--- src/rtl/bus_rd_burst_master.sv ---
// bus_rd_burst_master: bus read burst master with an FWFT read-data FIFO.
// Ports: iClk/iRst, iCmd* command in, oMstRd*/iMstRd* bus read channel, oRdData* stream out, oBusy/oDone status.
module bus_rd_burst_master #(
  parameter int AW         = 12,
  parameter int DW         = 32,
  parameter int SW         = 4,
  parameter int LW         = 8,
  parameter int FIFO_DEPTH = 8,
  parameter int REQ_SYNC   = 2
) (
  input  logic          iClk,
  input  logic          iRst,
  input  logic          iCmdValid,
  input  logic [AW-1:0] iCmdAddr,
  input  logic [SW-1:0] iCmdSel,
  input  logic [LW-1:0] iCmdLen,
  input  logic          iCmdMode,
  input  logic [7:0]    iCmdGap,
  output logic          oCmdReady,
  output logic          oMstRdReq,
  output logic          oMstRdValid,
  output logic          oMstRdLast,
  output logic [AW-1:0] oMstRdAddr,
  output logic [SW-1:0] oMstRdSel,
  input  logic          iMstRdReady,
  input  logic [DW-1:0] iMstRdData,
  output logic [DW-1:0] oRdData,
  output logic          oRdDataValid,
  output logic          oRdDataLast,
  input  logic          iRdDataReady,
  output logic          oBusy,
  output logic          oDone
);

  localparam int PW = $clog2(FIFO_DEPTH);
  localparam int CW = PW + 1;

  typedef enum logic [2:0] {
    S_IDLE, S_SYNC, S_WAIT, S_BEAT, S_GAP, S_CAPT, S_DONE
  } state_t;

  state_t        state_q, state_d;
  logic [AW-1:0] addr_q;
  logic [SW-1:0] sel_q;
  logic [LW-1:0] len_q;
  logic [LW-1:0] beat_q;
  logic          mode_q;
  logic [7:0]    gap_q;
  logic [7:0]    cnt_q;
  logic          cap_pend_q;
  logic          cap_last_q;

  logic          accept;
  logic          hs;
  logic          last_beat;
  logic          space;
  logic [CW:0]   reserve;
  logic          sync_done;

  logic [DW:0]   mem [FIFO_DEPTH];
  logic [PW-1:0] wr_ptr, rd_ptr;
  logic [CW-1:0] fifo_cnt;
  logic          push, pop;

  assign accept    = (state_q == S_IDLE) & iCmdValid;
  assign hs        = (state_q == S_BEAT) & iMstRdReady;
  assign last_beat = (beat_q == len_q - LW'(1));
  assign sync_done = (cnt_q == 8'(REQ_SYNC - 1));

  // Occupancy counts the word still to be captured and the one
  // handshaking now, so a beat is only issued with a slot reserved.
  assign reserve = {1'b0, fifo_cnt}
                 + (CW+1)'(cap_pend_q)
                 + (CW+1)'(hs);
  assign space   = reserve < (CW+1)'(FIFO_DEPTH);

  always_ff @(posedge iClk or posedge iRst) begin
    if (iRst) state_q <= S_IDLE;
    else      state_q <= state_d;
  end

  // WAIT is only resident while the FIFO has no reserved slot; with
  // space, SYNC/GAP/BEAT step straight to the next beat.
  always_comb begin
    state_d = state_q;
    unique case (state_q)
      S_IDLE: if (iCmdValid)
                state_d = (iCmdLen == '0) ? S_DONE : S_SYNC;
      S_SYNC: if (sync_done)
                state_d = space ? S_BEAT : S_WAIT;
      S_WAIT: if (space) state_d = S_BEAT;
      S_BEAT: if (iMstRdReady) begin
                if (last_beat)        state_d = S_CAPT;
                else if (gap_q != 0)  state_d = S_GAP;
                else if (space)       state_d = S_BEAT;
                else                  state_d = S_WAIT;
              end
      S_GAP:  if (cnt_q == 8'd0)
                state_d = space ? S_BEAT : S_WAIT;
      S_CAPT: state_d = S_DONE;
      S_DONE: state_d = S_IDLE;
      default: state_d = S_IDLE;
    endcase
  end

  always_comb begin
    oCmdReady   = 1'b0;
    oBusy       = 1'b1;
    oDone       = 1'b0;
    oMstRdReq   = 1'b0;
    oMstRdValid = 1'b0;
    oMstRdLast  = 1'b0;
    oMstRdAddr  = '1;
    oMstRdSel   = '0;
    unique case (state_q)
      S_IDLE: begin
        oCmdReady = 1'b1;
        oBusy     = 1'b0;
      end
      S_SYNC, S_WAIT, S_GAP: begin
        oMstRdReq  = 1'b1;
        oMstRdAddr = addr_q;
        oMstRdSel  = sel_q;
      end
      S_BEAT: begin
        oMstRdReq   = 1'b1;
        oMstRdValid = 1'b1;
        oMstRdLast  = last_beat;
        oMstRdAddr  = addr_q;
        oMstRdSel   = sel_q;
      end
      S_DONE: oDone = 1'b1;
      default: ;
    endcase
  end

  // cnt_q counts SYNC cycles up and GAP cycles down.
  always_ff @(posedge iClk or posedge iRst) begin
    if (iRst) begin
      addr_q     <= '0;
      sel_q      <= '0;
      len_q      <= '0;
      beat_q     <= '0;
      mode_q     <= 1'b0;
      gap_q      <= '0;
      cnt_q      <= '0;
      cap_pend_q <= 1'b0;
      cap_last_q <= 1'b0;
    end else begin
      cap_pend_q <= hs;
      cap_last_q <= hs & last_beat;
      if (accept) begin
        addr_q <= iCmdAddr;
        sel_q  <= iCmdSel;
        len_q  <= iCmdLen;
        mode_q <= iCmdMode;
        gap_q  <= iCmdGap;
        beat_q <= '0;
        cnt_q  <= '0;
      end else if (state_q == S_SYNC) begin
        cnt_q <= cnt_q + 8'd1;
      end else if (hs) begin
        beat_q <= beat_q + LW'(1);
        cnt_q  <= gap_q - 8'd1;
        if (!mode_q) addr_q <= addr_q + AW'(DW / 8);
      end else if (state_q == S_GAP) begin
        cnt_q <= cnt_q - 8'd1;
      end
    end
  end

  // Read-data FIFO; the slave answers one cycle after the handshake.
  assign push         = cap_pend_q;
  assign oRdDataValid = (fifo_cnt != '0);
  assign pop          = oRdDataValid & iRdDataReady;
  assign oRdData      = mem[rd_ptr][DW-1:0];
  assign oRdDataLast  = mem[rd_ptr][DW];

  always_ff @(posedge iClk) begin
    if (push) mem[wr_ptr] <= {cap_last_q, iMstRdData};
  end

  always_ff @(posedge iClk or posedge iRst) begin
    if (iRst) begin
      wr_ptr   <= '0;
      rd_ptr   <= '0;
      fifo_cnt <= '0;
    end else begin
      if (push) wr_ptr <= wr_ptr + PW'(1);
      if (pop)  rd_ptr <= rd_ptr + PW'(1);
      unique case ({push, pop})
        2'b10:   fifo_cnt <= fifo_cnt + CW'(1);
        2'b01:   fifo_cnt <= fifo_cnt - CW'(1);
        default: fifo_cnt <= fifo_cnt;
      endcase
    end
  end

endmodule

--- config.mk ---
export PLATFORM = sky130hd
export DESIGN_NAME = bus_rd_burst_master
export DESIGN_NICKNAME = d
export VERILOG_FILES = /design/src/rtl/bus_rd_burst_master.sv
export SDC_FILE = /design/constraint.sdc
export NUM_CORES = 1
export LEC_CHECK = 0
export BUFFER_PORTS_ARGS = -buffer_cell sky130_fd_sc_hd__buf_2
export CAP_MARGIN = 20
export CORE_UTILIZATION = 62
export CTS_BUF_LIST = sky130_fd_sc_hd__clkbuf_4 sky130_fd_sc_hd__clkbuf_8
export CTS_CLUSTER_DIAMETER = 80
export DETAILED_ROUTE_END_ITERATION = 10
export PLACE_DENSITY_LB_ADDON = 0.25
export SLEW_MARGIN = 15
export SYNTH_ARGS = -nofsm -noshare
export SYNTH_HDL_FRONTEND = slang
export SYNTH_SLANG_ARGS = --single-unit
--- constraint.sdc ---
create_clock -name iClk -period 4.6 [get_ports iClk]
set_input_delay 0.46 -clock iClk [delete_from_list [all_inputs] [get_ports iClk]]
set_output_delay 0.46 -clock iClk [all_outputs]
set_load 0.02 [all_outputs]
==> impl_metrics.tcl, run 1 <==
set metrics [dict create \
    synthesis.area_um2 13880 \
    synthesis.instances 852 \
    dpl.hpwl_mm 15.69 \
    initial_core_util_pct 63.41 \
    hold_violations 0 \
    drt_first_iter_violations 567 \
    dieArea_um2 22990 \
    setup_viol 0 \
    fin_ws_ps 1185 \
    path_clk_slew_ps 60 \
    cts_hold_buf 0 \
    drc 0 \
    grt_pass1_vias 7596 \
    cp.depth 4 \
    crit_type "reg2out" \
    cts-root-buf "clkbuf_8" \
    cap_violations 0 \
    fmax_mhz 292.8 \
    leakage_nw 5.825 \
    yosysUniqueCellTypes 61 \
    rsz0062_at_grt "no" \
    drive_above_1_share_pct 33.84 \
    grt-ovfl-total 0 \
    finalCritPeriodShare_pct 74.24 \
    routed_wl_mm 25.43 \
    synthArstFlopShare_pct 19.51 \
    power_density_nw_per_um2 622.2 \
    antenna_found_initial 2 \
    startpoint_type "register" \
    ys.flop_type "edfxtp_1" \
    hp-class "in2reg" \
    finalClockSkew_ps 15.55 \
    cpMaxStageDelayCell "dfrtp_4" \
    grt_max_degree 65 \
    hold_depth 3 \
    cts_inserted_buffers 49 \
    cp.required_ps 4140 \
    crit_arrival_ps 2960 \
    nNetsFinal 1086 \
    clkLatencyLatePin_ps 550 \
    fin_util_pct 72.58 \
    syn_avg_cell_area_um2 16.29 \
    path_buf_inv 2 \
    yosysWarningCount 0 \
    numClockSinks 328 \
    rr_worst_depth 10 \
    peakVddDrop_uv 394.1 \
    crit_path_cell_trace "buf_4, mux4_2, mux2_2, buf_2" \
    gp_congestion 0.8016 \
    h-tree-depth 2 \
    drt-vias-per-instance 5.777 \
    die_w_um 151.6 \
    maxSlewHeadroom_pct 29.88 \
    die_y_um 151.6 \
    final_cell_mix "edfxtp_1 (264), buf_2 (125), nand2_1 (98)" \
    pin_count 126 \
    synth_edf_count 264 \
    wl_per_cell_um 19.20 \
    post-cts-setup-buffers 0 \
    hold_slack_ps 100.8 \
    ys_ff_latch 328 \
    syn_nets 936 \
    mostFrequentLayoutCell "edfxtp_1" \
    port_buffers 125 \
    ys_seq_area_share_pct 68.65 \
    cts_tree "built" \
    cts_resized 0 \
    slowest_delay_ps 1000 \
    drv_slew 0 \
    core_um2 21890 \
    row_count 54 \
    critPathTopFamily "flip-flops" \
    clk_path_buf_depth 3 \
    drt-pass1-iter-count 5 \
    status "finished, final reports clean" \
    grt_usage_pct 23.13 \
    pre_cts_slack_ps 1695 \
    period_needed_ps 3415 \
    antenna_left 0 \
    end_kind "output pin" \
    grt_pass1_wl_mm 39.71 \
    synthToLayoutAreaGrowth_pct 14.47 \
    tightest_slew_ps 1046 \
    fin_tns_setup_ps 0 \
    cp_max_fo 44 \
    dr_total_vias 7649 \
]
==> registers in the layout, summed over array words and instances (netlist names), 3 cells and up <==
register / cells
addr_q: 12
beat_q: 8
cnt_q: 8
fifo_cnt: 4
gap_q: 8
len_q: 8
mem: 264
rd_ptr: 3
sel_q: 4
state_q: 3
wr_ptr: 3
==> worst reg2reg max path, delay by kind of cell, from the launching register on <==
family                   cells  cell delay (ps)
AO/OA/AOI/OAI                2              330
XOR/XNOR                     2              290
adder cells (fa/ha/maj)      2              490
buffers and inverters        1               60
flip-flops                   1              430
AND/OR/NAND/NOR              3              830
==> routing by layer <==
| layer | global-route usage (%) | vias to the layer above | share of wire [%] |
|---|---|---|---|
| met1 | 31.29 | 3782 | 43 |
| met5 | 0 | - | 0.047 |
| met4 | 5.842 | 2 | 1.4 |
| met2 | 38.77 | 255 | 49 |
| li1 | - | 3575 | - |
| met3 | 4.701 | 35 | 6.6 |
==> cell usage after synthesis, drive strengths merged (5+ instances only) <==
cell type,n,area share [%]
nand4,8,0.36
a31oi,6,0.27
nand3,12,0.43
and3,5,0.23
dfrtp,64,12
nor4,6,0.58
a21oi,14,0.50
ha,13,1.2
nand2,98,2.7
xor2,22,1.4
mux2,35,2.8
nor3,12,0.58
inv,18,0.49
mux4,66,11
and2,6,0.27
o21ai,37,1.3
buf,19,0.65
edfxtp,264,57
clkbuf,24,0.65
nand2b,18,0.81
xnor2,23,1.5
nor2,37,1.0
==> cell families after synthesis <==
kind of cell / share of synthesized area, %
DFF: 68.65
muxes: 13.76
AOI/OAI and AO/OA: 3.516
and+or+nand+nor: 8.076
buffers and inverters: 1.785
xor gates and xnor gates: 2.893
adders and majority gates: 1.316
==> worst paths after layout <==
check,start,to,slack [ps]
hold / removal,iCmdAddr[0],addr_q[0],100
max in group asynchronous,iRst,rd_ptr[0],3820
min in group asynchronous,iRst,addr_q[4],160
setup / recovery,rd_ptr[0],oRdData[20],1180
setup reg to reg,fifo_cnt[0],fifo_cnt[3],2060
hold reg to reg,sel_q[2],sel_q[2],470
==> stage by stage <==
step	instance area, µm²	instances	power (mW)
after floorplan	13880	852	6.703
after global placement	14880	1231	7.548
after detailed placement	14880	1231	7.618
after CTS	15890	1323	9.974
after global routing	15890	1323	10.45
final	15890	1324	9.887
==> layout make-up <==
cell class,instances,area (µm²)
repair buffers,142,765.7
well taps,280,350.3
diodes,1,2.502
inverters,18,67.56
clock inverters,19,122.6
clock buffers,73,885.9
fillers,1337,6002
flip-flops and latches,328,9535
multi-input cells,463,4159
==> power breakdown <==
part | total [mW] | switching [mW] | internal (mW)
Sequential | 4.16 | 0.592 | 3.57
Clock | 2.35 | 1.05 | 1.30
Combinational | 3.38 | 1.76 | 1.62
Total | 9.89 | 3.40 | 6.49
Note: power is estimated with default switching activity, not from simulation.
==> run 2: changes to the inputs <==
--- a/config.mk
+++ b/config.mk
@@ -5,9 +5,10 @@
 export SDC_FILE = /design/constraint.sdc
 export NUM_CORES = 1
 export LEC_CHECK = 0
+export ABC_AREA = 1
 export BUFFER_PORTS_ARGS = -buffer_cell sky130_fd_sc_hd__buf_2
 export CAP_MARGIN = 20
-export CORE_UTILIZATION = 62
+export CORE_UTILIZATION = 56
 export CTS_BUF_LIST = sky130_fd_sc_hd__clkbuf_4 sky130_fd_sc_hd__clkbuf_8
 export CTS_CLUSTER_DIAMETER = 80
 export DETAILED_ROUTE_END_ITERATION = 10
==> constraint.sdc (replaced) <==
create_clock -name iClk -period 3.1 [get_ports iClk]
set_input_delay 0.31 -clock iClk [delete_from_list [all_inputs] [get_ports iClk]]
set_output_delay 0.31 -clock iClk [all_outputs]
set_load 0.02 [all_outputs]
==> impl_metrics.tcl, run 2 <==
set metrics [dict create \
    grt_pass1_vias 9825 \
    port_buffers 125 \
    cpMaxStageDelayCell "dfrtp_2" \
    synthToLayoutAreaGrowth_pct 17.53 \
    setup_viol 0 \
    grt-ovfl-total 0 \
    fin_tns_setup_ps 0 \
    crit_arrival_ps 2430 \
    yosysWarningCount 0 \
    largestRegisters "mem x264, addr_q x12" \
    antennaDiodeCount 0 \
    pre_cts_slack_ps 832.0 \
    clk_path_buf_depth 3 \
    nFillCells 1836 \
    drv_slew 0 \
    dieArea_um2 25810 \
    pin_count 126 \
    post_dp_cell_area_um2 15140 \
    regMostFlops "mem" \
    mostFrequentLayoutCell "nor2_1" \
    core_um2 24530 \
    antenna_found_initial 0 \
    die_w_um 160.6 \
    drc 0 \
    path_clk_slew_ps 60 \
    period_needed_ps 2737 \
    grt_max_degree 134 \
    finalCritPeriodShare_pct 88.28 \
    grt_pass1_wl_mm 49.71 \
    dr_total_vias 9986 \
    cts-root-buf "clkbuf_8" \
    switchingPower_mw 6.144 \
    synthesis.area_um2 14090 \
    rsz0062_at_grt "no" \
    numClockSinks 328 \
    final-seq-area_um2 9534 \
    clkPwrFrac_pct 23.2 \
    hold_slack_ps 27.95 \
    largest_reg_flops 264 \
    h-tree-depth 2 \
    clkLatencyLatePin_ps 580 \
    startpoint_type "register" \
    end_kind "output pin" \
    ys.flop_type "edfxtp_1" \
    synth_top_area_share_pct 56.25 \
    hp-class "in2reg" \
    cp.required_ps 2790 \
    cts_tree "built" \
    slowest_delay_ps 430 \
    power_density_nw_per_um2 924.9 \
    hold_violations 0 \
    post-cts-setup-buffers 0 \
    fin_ws_ps 363.4 \
    nNetsFinal 1553 \
    routed_wl_mm 30.51 \
    yosysUniqueCellTypes 40 \
    fmax_mhz 365.4 \
    combinationalPowerShare_pct 40.5 \
    wl_per_cell_um 16.66 \
    critPathTopFamily "buffers and inverters" \
    initial_core_util_pct 57.45 \
    crit_path_cell_trace "inv_2, buf_12, o21ai_0, o22ai_1, nor2_1, a31oi_1, buf_2" \
    ys_seq_area_share_pct 67.61 \
    peakVddDrop_uv 712.0 \
    synth_common_cells "nor2_1 (276), edfxtp_1 (264), o21ai_0 (180)" \
    final_cell_mix "nor2_1 (268), edfxtp_1 (264), o21ai_0 (180)" \
    gp_congestion 0.8739 \
    tightest_slew_ps 604.9 \
    drt-pass1-iter-count 5 \
    synthArstFlopShare_pct 19.51 \
    ys_top_cells_by_area "edfxtp_1 (56%), dfrtp_1 (11%), nor2_1 (7.4%)" \
    grt_usage_pct 24.41 \
    stdcell_area_um2 16560 \
    crit_type "reg2out" \
    finalClockSkew_ps 32.88 \
    maxSlewHeadroom_pct 59.61 \
    leakage_nw 6.403 \
    ys_ff_latch 328 \
    die_y_um 160.6 \
    dpl.hpwl_mm 17.34 \
    drt_first_iter_violations 918 \
    row_count 57 \
    yosysMostFrequentCell "nor2_1" \
    antenna_left 0 \
    path_buf_inv 3 \
    syn_avg_cell_area_um2 10.89 \
    synthesis.instances 1294 \
    synth_edf_count 264 \
    cts_inserted_buffers 51 \
    synth_area_leader_cell "edfxtp_1" \
    sequentialPowerShare_pct 36.3 \
    multi_input_area_um2 4039 \
    p_int_mw 9.176 \
    switching_share_pct 40.11 \
    cap_violations 0 \
    status "finished, final reports clean" \
    drive_above_1_share_pct 17.58 \
    drt-vias-per-instance 5.454 \
    syn_nets 1378 \
    cp_max_fo 46 \
]
run 2: cell count changes after synthesis, moves of 17 or more:
cell	previous run	this run
nor2_1	37	276
o21ai_0	24	180
mux4_2	66	0
inv_1	16	75
nand2_1	98	147
o22ai_1	2	38
mux2_2	35	0
a31oi_1	6	35
xnor2_1	22	3
nand2b_1	18	0
clkbuf_1	24	41
nand3_1	12	29
run 2: power by group through the flow:
stage               sequential [mW]  combinational [mW]  clock (mW)
finish                         5.56                6.21        3.55
global route                   5.63                6.91        3.80
CTS                            5.56                6.21        3.62
detailed placement             5.64                6.14           0
global placement               5.62                6.04           0
floorplan                      5.54                4.50           0
run 2: layer usage:
| layer | up-vias | wire length, µm | global-route usage [%] |
|---|---|---|---|
| met5 | - | 0 | 0 |
| met4 | 0 | 594 | 7.792 |
| met2 | 353 | 14870 | 41.07 |
| met1 | 4706 | 13070 | 32.50 |
| li1 | 4879 | - | - |
| met3 | 48 | 1968 | 4.132 |
run 2: cell families (layout without fill, tap and decap cells):
| kind of cell | count (synthesis) | in the layout | synth area share, % |
|---|---|---|---|
| flops | 328 | 328 | 67.61 |
| simple gates | 486 | 486 | 14.04 |
| xor+xnor | 20 | 20 | 1.243 |
| buf+inv | 145 | 358 | 4.173 |
| compound gates | 301 | 301 | 11.63 |
| fa+ha+maj | 14 | 14 | 1.296 |
run 2: metrics by stage:
step                utilization [%]  cells  total power, mW
CTS                           67.51   1831            15.39
floorplan                         -   1294            10.04
finish                        67.52   1831            15.32
global route                  67.52   1831            16.34
global placement              61.69   1698            11.66
detailed placement            61.69   1698            11.78
run 2: what timing repair did:
item	CTS	global route
hold buffers	42	0
hold endpoints to repair	206	0
gates resized for setup	0	1
setup endpoints to repair	0	4
run 2: worst paths after layout:
path / startpoint / to / slack [ps] / cells after the start
min: iMstRdData[30] / mem[3][30] / 30 / 1
max: rd_ptr[1] / oRdData[23] / 360 / 7
max reg2reg: fifo_cnt[0] / fifo_cnt[3] / 850 / 13
min reg2reg: fifo_cnt[0] / fifo_cnt[0] / 480 / 1
min in group asynchronous: iRst / len_q[3] / 330 / 3
max in group asynchronous: iRst / cnt_q[5] / 2110 / 4
run 2: final cells by class:
type	count	area share, %
sequential	328	57.56
multi-input combinational	821	24.38
timing repair buffer	185	7.659
clock buffer	76	5.408
tap	324	2.447
inverter	82	1.881
clock inverter	15	0.6647
==> run 3: changes to the inputs <==
--- a/config.mk
+++ b/config.mk
@@ -5,12 +5,12 @@
 export SDC_FILE = /design/constraint.sdc
 export NUM_CORES = 1
 export LEC_CHECK = 0
-export ABC_AREA = 1
 export BUFFER_PORTS_ARGS = -buffer_cell sky130_fd_sc_hd__buf_2
 export CAP_MARGIN = 20
 export CORE_UTILIZATION = 56
 export CTS_BUF_LIST = sky130_fd_sc_hd__clkbuf_4 sky130_fd_sc_hd__clkbuf_8
-export CTS_CLUSTER_DIAMETER = 80
+export CTS_CLUSTER_DIAMETER = 50
+export CTS_CLUSTER_SIZE = 25
 export DETAILED_ROUTE_END_ITERATION = 10
 export PLACE_DENSITY_LB_ADDON = 0.25
 export SLEW_MARGIN = 15
==> impl_metrics.tcl, run 3 (synthesis results as in run 1) <==
set metrics [dict create \
    status "finished, final reports clean" \
    regMostFlops "mem" \
    numClockSinks 328 \
    antenna_found_initial 1 \
    stdcell_area_um2 16200 \
    post-cts-setup-buffers 0 \
    finalCritPeriodShare_pct 91.36 \
    period_needed_ps 2832 \
    crit_arrival_ps 2520 \
    clkLatencyLatePin_ps 540 \
    core_um2 24320 \
    mostFrequentLayoutCell "edfxtp_1" \
    dr_total_vias 7736 \
    largest_reg_flops 264 \
    drt-pass1-iter-count 4 \
    cp.required_ps 2790 \
    cts_tree "built" \
    rsz0062_at_grt "no" \
    dieArea_um2 25420 \
    crit_type "reg2out" \
    rrSetupSlack_ps 600 \
    grt_pass1_wl_mm 43.06 \
    hold_slack_ps 29.20 \
    cap_violations 0 \
    gp_congestion 0.8229 \
    tightest_slew_ps 835.4 \
    h-tree-depth 2 \
    routed_wl_mm 26.61 \
    synthToLayoutAreaGrowth_pct 16.69 \
    initial_core_util_pct 57.08 \
    clk_path_buf_depth 3 \
    grt_usage_pct 21.96 \
    power_density_nw_per_um2 891.5 \
    port_buffers 125 \
    cts_inserted_buffers 34 \
    drt-vias-per-instance 5.630 \
    nNetsFinal 1108 \
    post_dp_cell_area_um2 15110 \
    fin_ws_ps 267.9 \
    grt_max_degree 34 \
    wl_per_cell_um 19.37 \
    cts-root-buf "clkbuf_8" \
    grt-ovfl-total 0 \
    hold_violations 0 \
    hp-class "in2reg" \
    drive_above_1_share_pct 32.13 \
    final_cell_mix "edfxtp_1 (264), buf_2 (125), nand2_1 (98)" \
    drv_slew 0 \
    end_kind "output pin" \
    fmax_mhz 353.1 \
    pin_count 126 \
    fin_util_pct 66.60 \
    cp_max_fo 23 \
    drt_first_iter_violations 583 \
    setup_viol 0 \
    grt_pass1_vias 7886 \
    finalClockSkew_ps 30.84 \
    die_w_um 159.4 \
    fin_tns_setup_ps 0 \
    largestRegisters "mem x264, addr_q x12" \
    peakVddDrop_uv 628.3 \
    leakage_nw 5.866 \
    startpoint_type "register" \
    drc 0 \
    row_count 57 \
    maxSlewHeadroom_pct 44.04 \
    antenna_left 0 \
    path_clk_slew_ps 80 \
    die_y_um 159.4 \
    nFillCells 1642 \
    pre_cts_slack_ps 617.7 \
    dpl.hpwl_mm 16.43 \
]
==> run 3: cell count changes in the layout (fill, tap and decap cells not counted), moves of 35 or more <==
cell	before	now
inv_1	72	15
o22ai_1	38	2
o21ai_0	180	24
nand2_1	146	98
nor2_1	268	31
mux2_2	0	35
mux4_2	0	66
==> run 3: layout make-up <==
| cell class | instances | area, µm² | share of cell area (%) |
|---|---|---|---|
| flip-flops and latches | 328 | 9535 | 58.87 |
| diodes | 1 | 2.502 | 0.01545 |
| inverters | 18 | 67.56 | 0.4171 |
| well taps | 324 | 405.4 | 2.503 |
| multi-input cells | 463 | 4173 | 25.76 |
| repair buffers | 179 | 1249 | 7.709 |
| clock inverters | 25 | 276.5 | 1.707 |
| clock buffers | 36 | 489.2 | 3.020 |
==> run 3: routing by layer <==
layer | GRT usage, % | wire, µm | vias up
met1 | 29.09 | 11120 | 3880
li1 | - | - | 3607
met5 | 0 | 0 | -
met2 | 38.52 | 13820 | 219
met4 | 5.201 | 432 | 0
met3 | 3.308 | 1239 | 30
==> run 3: path summary, 6_finish.rpt <==
| path | startpoint | end | cells after the start |
|---|---|---|---|
| setup / recovery | rd_ptr[0] | oRdData[21] | 4 |
| setup reg to reg | fifo_cnt[0] | fifo_cnt[3] | 10 |
| hold / removal | iCmdLen[1] | len_q[1] | 3 |
| min in group asynchronous | iRst | sel_q[3] | 3 |
| max in group asynchronous | iRst | beat_q[3] | 4 |
| hold reg to reg | rd_ptr[2] | rd_ptr[2] | 1 |
==> run 3: power by group <==
| part | switching, mW | total [mW] | internal [mW] |
|---|---|---|---|
| sequential | 0.665 | 5.95 | 5.29 |
| combinational | 2.91 | 5.46 | 2.55 |
| clock | 1.61 | 3.03 | 1.42 |
| total | 5.19 | 14.4 | 9.25 |
==> run 3: per-stage QoR <==
stage	std cells	total power [mW]
floorplan	852	9.950
global placement	1280	11.41
detailed placement	1280	11.52
CTS	1373	14.60
global route	1373	15.26
finish	1374	14.44
==> run 3: repair_timing <==
item | CTS | global route
endpoints found under the hold margin | 51 | 0
hold buffers | 32 | 0
resized for setup | 0 | 0
==> run 3: worst max-delay path, cell delays in order (launching register included) <==
cell and delay, ps:
dfrtp_4 750, buf_12 260, mux4_2 520, mux2_2 290, buf_2 160
